===== config.mk =====
export PLATFORM = sky130hd
export DESIGN_NAME = prod_acc
export DESIGN_NICKNAME = d
export VERILOG_FILES = /design/src/rtl/prod_acc_pkg.sv /design/src/rtl/prod_acc_sat_add.sv /design/src/rtl/prod_acc.sv
export SDC_FILE = /design/constraint.sdc
export NUM_CORES = 1
export LEC_CHECK = 0
export CORE_ASPECT_RATIO = 2
export CORE_MARGIN = 5
export CORE_UTILIZATION = 40
export DETAILED_ROUTE_END_ITERATION = 10
export GPL_TIMING_DRIVEN = 1
export SYNTH_ARGS = -nofsm -noshare
export SYNTH_HDL_FRONTEND = slang
export SYNTH_SLANG_ARGS = --single-unit

===== constraint.sdc =====
create_clock -name clk -period 3.21 [get_ports clk]
set_input_delay 0.321 -clock clk [delete_from_list [all_inputs] [get_ports clk]]
set_output_delay 0.321 -clock clk [all_outputs]
set_load 0.1 [all_outputs]

===== src/rtl/prod_acc_pkg.sv =====
// prod_acc_pkg: shared definitions for the product accumulator.
//   state_t           - accumulator FSM state encoding
//   DEF_IN_WORD_SIZE  - default product input width
//   DEF_ACC_WORD_SIZE - default accumulator / result width
package prod_acc_pkg;

  typedef enum logic [1:0] {
    IDLE = 2'b00,
    ACC  = 2'b01,
    HOLD = 2'b10
  } state_t;

  localparam int unsigned DEF_IN_WORD_SIZE  = 16;
  localparam int unsigned DEF_ACC_WORD_SIZE = 20;

endpackage


===== src/rtl/prod_acc_sat_add.sv =====
// sat_add: unsigned W-bit adder that saturates to all-ones on carry-out.
//   a, b : operands
//   sum  : a + b, or 2^W-1 when the true sum does not fit in W bits
//   ovf  : carry-out of the W-bit addition
module sat_add #(
  parameter int unsigned W = 20
) (
  input  logic [W-1:0] a,
  input  logic [W-1:0] b,
  output logic [W-1:0] sum,
  output logic         ovf
);

  logic [W:0] full;

  always_comb begin
    full = {1'b0, a} + {1'b0, b};
    ovf  = full[W];
    sum  = full[W] ? '1 : full[W-1:0];
  end

endmodule


===== src/rtl/prod_acc.sv =====
// prod_acc: accumulates LEN unsigned products per frame with saturation
// and presents the registered frame sum under a valid/ready handshake.
//   clk, reset           - clock, asynchronous active-low reset
//   pin, pin_valid       - product input and its valid
//   in_ready             - block can accept pin this cycle
//   clear                - synchronous abort of the frame being built
//   acc_out, acc_valid   - completed frame sum and its valid
//   acc_ready            - downstream consumes acc_out
//   ovf                  - saturation occurred in the presented frame
module prod_acc
  import prod_acc_pkg::*;
#(
  parameter int unsigned IN_WORD_SIZE  = DEF_IN_WORD_SIZE,
  parameter int unsigned ACC_WORD_SIZE = DEF_ACC_WORD_SIZE,
  parameter int unsigned LEN           = 8
) (
  input  logic                     clk,
  input  logic                     reset,
  input  logic [IN_WORD_SIZE-1:0]  pin,
  input  logic                     pin_valid,
  output logic                     in_ready,
  input  logic                     clear,
  output logic [ACC_WORD_SIZE-1:0] acc_out,
  output logic                     acc_valid,
  input  logic                     acc_ready,
  output logic                     ovf
);

  localparam logic [7:0] LAST = 8'(LEN - 1);

  state_t                   state;
  logic [7:0]               cnt;
  logic [ACC_WORD_SIZE-1:0] acc;
  logic                     sticky;

  logic                     beat;
  logic                     first;
  logic [ACC_WORD_SIZE-1:0] add_a;
  logic [ACC_WORD_SIZE-1:0] pin_ext;
  logic [ACC_WORD_SIZE-1:0] sum;
  logic                     add_ovf;
  logic                     ovf_next;

  assign in_ready = (state != HOLD) | acc_ready;

  // A beat coinciding with clear is dropped in every state.
  always_comb begin
    beat     = pin_valid & in_ready & ~clear;
    first    = (state != ACC);
    pin_ext  = ACC_WORD_SIZE'(pin);
    // The first beat of a frame loads pin by adding it to zero, so the one
    // adder serves both load and accumulate; zero + pin never carries.
    add_a    = first ? '0 : acc;
    ovf_next = add_ovf | (sticky & ~first);
  end

  // Once saturated, acc is all-ones, so any further add either carries
  // (re-saturates) or adds zero: saturation persists without extra logic.
  sat_add #(.W(ACC_WORD_SIZE)) u_sat_add (
    .a   (add_a),
    .b   (pin_ext),
    .sum (sum),
    .ovf (add_ovf)
  );

  always_ff @(posedge clk or negedge reset) begin
    if (!reset) begin
      state     <= IDLE;
      cnt       <= '0;
      acc       <= '0;
      sticky    <= 1'b0;
      acc_out   <= '0;
      ovf       <= 1'b0;
      acc_valid <= 1'b0;
    end else if (clear && state != HOLD) begin
      state  <= IDLE;
      cnt    <= '0;
      acc    <= '0;
      sticky <= 1'b0;
    end else if (beat) begin
      if (cnt == LAST) begin
        acc_out   <= sum;
        ovf       <= ovf_next;
        acc_valid <= 1'b1;
        state     <= HOLD;
        cnt       <= '0;
        acc       <= '0;
        sticky    <= 1'b0;
      end else begin
        acc       <= sum;
        sticky    <= ovf_next;
        cnt       <= cnt + 8'd1;
        acc_valid <= 1'b0;
        state     <= ACC;
      end
    end else if (state == HOLD && acc_ready) begin
      acc_valid <= 1'b0;
      state     <= IDLE;
    end
  end

endmodule


==> results of run 1 <==
## state kept, by name (all words and copies together) (netlist names)
signal / cells
ovf: 1
cnt: 8
acc_valid: 1
acc_out: 20
acc: 20
state: 2
sticky: 1
## power breakdown
part	switching, mW	internal [mW]
logic	0.177	0.113
clock network	0.248	0.287
registers	0.0154	0.694
total	0.441	1.09
## metrics by stage
step	power [mW]	area (um^2)	hold WS, ns
3_3_place_gp	1.01	3860	0.456
2_1_floorplan	0.904	3290	0.0254
3_5_place_dp	1.01	3860	0.465
6_report	1.54	4010	0.103
5_1_grt	1.62	4010	0.179
4_1_cts	1.55	4000	0.144
## kinds of logic after synthesis
family,Yosys count
flip-flops,53
AND/OR/NAND/NOR,145
buffers and inverters,22
multiplexers,2
AO/OA/AOI/OAI,122
XOR/XNOR,16
adder cells (fa/ha/maj),18
## worst register-to-register path, delay by kind of cell (launching register included)
| kind | cells | cell delay, ns |
|---|---|---|
| compound gates | 4 | 0.94 |
| simple gates | 5 | 0.85 |
| flops | 1 | 0.41 |
| fa+ha+maj | 1 | 0.38 |
| buf+inv | 2 | 0.35 |
## routing by layer
layer / vias to the layer above / global-route usage [%] / part of all wire (%) / wire length [um]
li1: 1432 / - / - / -
met1: 1362 / 22.6 / 42 / 3620
met2: 75 / 30.3 / 51 / 4370
met3: 16 / 2.62 / 3.7 / 319
met4: 0 / 7.55 / 2.8 / 241
met5: - / 0 / 0 / 0
## cells in the final DEF (no fill, tap or decap), types with 9 or more instances in the layout
cell             Yosys  routed
a21oi_1             28      28
and2_1              20      20
buf_4                1      13
clkdlybuf4s50_1      0      41
dfrtp_1             53      53
ha_1                17      17
nand2_1             55      55
nand3_1              9       9
nor2_1              27      27
o21ai_0             26      26
o21ai_1             23      23
xnor2_1              9       9
## cell type report
cell class	instances	area (um^2)	share of cell area, %
clock buffers	6	129	3.22
inverters	5	18.8	0.469
flip-flops and latches	53	1330	33.1
repair buffers	55	513	12.8
multi-input cells	303	1890	47.1
well taps	98	123	3.06
clock inverters	2	10.0	0.250
## worst paths after layout
check	from	end	slack, ns	depth (start not counted)
min in group clk	acc[1]$_DFFE_PN0P_	acc[1]$_DFFE_PN0P_	0.48	2
setup reg to reg	state[0]$_DFFE_PN0P_	acc_out[19]$_DFFE_PN0P_	0.18	12
hold / removal	reset	acc[2]$_DFFE_PN0P_	0.10	1
max in group asynchronous	reset	acc[17]$_DFFE_PN0P_	2.34	2
setup / recovery	state[0]$_DFFE_PN0P_	acc_out[19]$_DFFE_PN0P_	0.18	12
hold reg to reg	acc[1]$_DFFE_PN0P_	acc[1]$_DFFE_PN0P_	0.48	2
## repair_timing
item | 4_1_cts | 5_1_grt
endpoints found under the hold margin | 0 | 0
gates resized for setup | 0 | 2
hold buffers | 0 | 0
endpoints found under the setup margin | 0 | 20
==> impl_metrics.toml, run 1 <==
[timing]
setup_viol = 0
fin_skew_ns = 0.00691
slew_headroom_pct = 34.5
finalCritPeriodShare_pct = 94.4
slew_viol_final = 0
worstMarginPinSlew_ns = 0.980
min_period_ns = 3.03
rsz0062_at_grt = "no"
max_freq_ghz = 0.330
setup_ws_ns = 0.181
setup-tns-final_ns = 0
finalHoldViolCount = 0

[global_route]
grt_max_degree = 35
grt_util_all_layers_pct = 18.1
grt_overflow = 0
grt_pass1_wl_mm = 14.6
antenna_found_initial = 0
grt_pass1_vias = 2975

[floorplan]
initial_utilization_pct = 40.3
coreArea_mm2 = 0.00817
die_w_um = 74.2
die_area_mm2 = 0.0103
rows = 47
io_pins = 44
die_h_um = 138

[route]
vias = 2885
viasPerCell = 5.53
dr.pass1.iters = 4
drcViolationCount = 0
drt.antenna.violating_nets = 0
drt_iter0_markers = 185
wl_mm = 8.55
wl_per_cell_um = 16.4

[critical_path]
arrival_ns = 3.21
path_buf_inv = 2
crit_required_ns = 3.39
slowest_stage = "dfrtp_1"
critPathCaptureType = "flip-flop"
cp_top_family = "compound AO/OA/AOI/OAI gates"
path_class = "reg -> reg"
crit_path_start_kind = "flip-flop"
max_stage_delay_ns = 0.41
cp_max_fo = 11
crit_chain = "nor2b_1 > buf_4 > and2_1 > ha_1 > nand2_2 > nor2_1 > and3_1 > a21oi_1 > buf_4 > a221o_1 > a221o_1 > o22a_1"

[layout]
final_cells = 522
post-route-util_pct = 49.0
fill_cells = 818
drive_gt1_share_pct = 8.02
num_antenna_cells = 0
nets = 462
area_delta_synth_final_pct = 21.6

[clocking]
cts_tree = "done"
clk_pin_slew_ns = 0.07
h-tree-depth = 2
cts_buffers = 5
cts_buffer_depth = 2
tritoncts_num_sinks = 53
cts_root_buf = "clkbuf_16"
cts_setup_buffers = 0
clk_latency_ns = 0.30

[logic_synthesis]
synth_top_family_by_area = "compound AO/OA/AOI/OAI gates"
synth_area_mm2 = 0.00329
yosys.area_share.simple_pct = 21.7
syn_avg_cell_area_um2 = 8.72
synth_fa_ha_area_share_pct = 7.06
synth_most_common_cell = "nand2_1"
yosys.area.top_type = "dfrtp_1"
syn_nets = 417
synth_cells = 378
synth_seq_cells = 53
ys_seq_area_share_pct = 40.3
ys_top_cells_by_count = "55 x nand2_1, 53 x dfrtp_1, 28 x a21oi_1"
synth_ff_type = "dfrtp_1"
synthTopCellsByArea = "dfrtp_1 40%, ha_1 6.5%, nand2_1 6.3%, a21oi_1 4.3%, o21ai_0 3.9%"
muxShareOfSynthArea_pct = 0.646
async_reset_ff_share_pct = 100
yosys_warnings = 0
synthXorXnorAreaFrac_pct = 4.25
synth-compound-area-share_pct = 23.2
netlist.area_leader.share_pct = 40.3
ys_types = 51
synth_edf_count = 0

[flow_run]
cap_violations = 0

[place]
dp.cells = 514
dp_slack_ns = 0.130
dp_hpwl_mm = 6.40
portBuffers = 43
place_congestion = 0.896

[pwr]
vdd_drop_max_uv = 344
leakage_nw = 1.81
powerDensity_mw_per_mm2 = 383

[run_status]
status = "finished, final reports clean"

[worst_hold_path]
hold_path_class = "in -> async"
(Power assumes the default switching activity.)
==> run 2, diff against run 1 <==
MAX_ROUTING_LAYER = met4   (was default)
==> impl_metrics.toml, run 2 (synthesis results as in run 1) <==
[pwr]
vdd_drop_max_uv = 542
p_comb_share_pct = 18.0
p_int_mw = 1.18
leakage_nw = 1.83
p_sw_mw = 0.454
switching_share_pct = 27.8
pwr-share-clk_pct = 38.5
power_mw = 1.63
pwr-share-seq_pct = 43.4
powerDensity_mw_per_mm2 = 403

[clocking]
tritoncts_num_sinks = 53
cts_tree = "done"
clk_pin_slew_ns = 0.08
cts_root_buf = "clkbuf_16"
cts_hold_buf = 0
cts_buffer_depth = 2
cts_buffers = 5
cts_resized = 0
h-tree-depth = 2
cts_setup_buffers = 0
clk_latency_ns = 0.30

[route]
drcViolationCount = 0
vias = 2917
wl_mm = 9.01
wl_per_cell_um = 17.2
viasPerCell = 5.57
drt_iter0_markers = 197
drt.antenna.violating_nets = 0
dr.pass1.iters = 4

[timing]
finalCritPeriodShare_pct = 93.3
rsz0062_at_grt = "no"
max_freq_ghz = 0.334
min_period_ns = 2.99
fin_skew_ns = 0.00874
slew_headroom_pct = 34.1
worstMarginPinSlew_ns = 0.985
setup-tns-final_ns = 0
setup_viol = 0
slew_viol_final = 0
finalHoldViolCount = 0

[place]
portBuffers = 43
dp_hpwl_mm = 6.66
place_congestion = 0.923

[critical_path]
path_common_cell = "buf_4"
crit_chain = "nor2b_1 > buf_4 > and2_1 > ha_1 > nand2_2 > nor2_1 > and3_1 > a21oi_1 > buf_4 > a221oi_1 > o21ai_0 > a311o_1"
max_stage_delay_ns = 0.39
cp_top_family = "compound AO/OA/AOI/OAI gates"
arrival_ns = 3.18
path_depth = 12
slowest_stage = "ha_1"
critPathCaptureType = "flip-flop"
crit_path_start_kind = "flip-flop"
rr_worst_depth = 12
path_class = "reg -> reg"
crit_required_ns = 3.40
path_buf_inv = 2
cp_max_fo = 11

[global_route]
grt_max_degree = 30
grt_util_all_layers_pct = 19.3
antenna_found_initial = 0
use_met1_pct = 24.0
gr-usage-met3_pct = 2.25
grt_pass1_wl_mm = 15.2
grt_pass1_vias = 3011
grt_busiest_layer = "met2"
grt_use_met2_pct = 31.5
grt_overflow = 0

[floorplan]
io_pins = 44
coreArea_mm2 = 0.00817
die_area_mm2 = 0.0103
rows = 47
initial_utilization_pct = 40.3
die_h_um = 138
die_w_um = 74.2

[worst_hold_path]
hold_path_class = "in -> async"

[flow_run]
cap_violations = 0

[layout]
area_delta_synth_final_pct = 22.9
fill_cells = 780
drive_gt1_share_pct = 8.45
num_antenna_cells = 0
final_cell_mix = "55 x nand2_1, 53 x dfrtp_1, 41 x clkdlybuf4s50_1"
nets = 464
layout_commonest_cell = "nand2_1"
post-route-util_pct = 49.5
reg_top3 = "acc: 20 flops, acc_out: 20 flops, cnt: 8 flops"

[run_status]
status = "finished, final reports clean"
## run 2: cell types whose count changed in the layout (fill, tap and decap cells not counted)
cell / previous run / this run
buf_4: 13 / 15
clkinv_2: 2 / 0
bufinv_16: 0 / 1
clkinv_4: 0 / 1
## run 2: layout make-up
| type | count | area (um^2) | share of cell area (%) |
|---|---|---|---|
| clock buffers | 6 | 129 | 3.18 |
| clock inverters | 2 | 38.8 | 0.958 |
| inverters | 5 | 18.8 | 0.464 |
| multi-input cells | 303 | 1890 | 46.6 |
| flip-flops and latches | 53 | 1330 | 32.8 |
| well taps | 98 | 123 | 3.03 |
| repair buffers | 57 | 528 | 13.0 |
## run 2: final timing paths
check                      slack, ns                endpoint                  from
min                             0.03     acc[11]$_DFFE_PN0P_                 reset
max reg2reg                     0.22     acc[17]$_DFFE_PN0P_  state[0]$_DFFE_PN0P_
min in group clk                0.48     acc[14]$_DFFE_PN0P_   acc[14]$_DFFE_PN0P_
max in group asynchronous       2.35  acc_out[8]$_DFFE_PN0P_                 reset
max                             0.22     acc[17]$_DFFE_PN0P_  state[0]$_DFFE_PN0P_
min reg2reg                     0.48     acc[14]$_DFFE_PN0P_   acc[14]$_DFFE_PN0P_
## run 2: power by group through the flow
| stage | clock (mW) | sequential [mW] | combinational [mW] |
|---|---|---|---|
| 2_1_floorplan | 0 | 0.729 | 0.175 |
| 6_report | 0.629 | 0.709 | 0.295 |
| 5_1_grt | 0.669 | 0.713 | 0.326 |
| 3_3_place_gp | 0 | 0.721 | 0.294 |
| 3_5_place_dp | 0 | 0.722 | 0.293 |
| 4_1_cts | 0.639 | 0.709 | 0.295 |
## run 2: metal layers
layer	share of wire (%)	wire length, um
met5	0	0
met4	2.4	213
met3	3.2	289
met2	52	4660
met1	43	3850
## run 2: through the flow
stage	cells	cell area, um^2	setup slack (ns)	hold slack (ns)
global route	524	4050	0.00517	0.0850
finish	524	4050	0.216	0.0349
floorplan	378	3290	0.198	0.0254
detailed placement	516	3870	0.134	0.370
global placement	516	3870	0.206	0.370
CTS	524	4040	0.126	0.0512
## run 2: worst reg2reg max path, delay by kind of cell (launching register included)
family,cells,cell delay (ns)
simple gates,5,0.82
buf+inv,2,0.35
fa+ha+maj,1,0.39
flops,1,0.38
compound gates,4,0.95
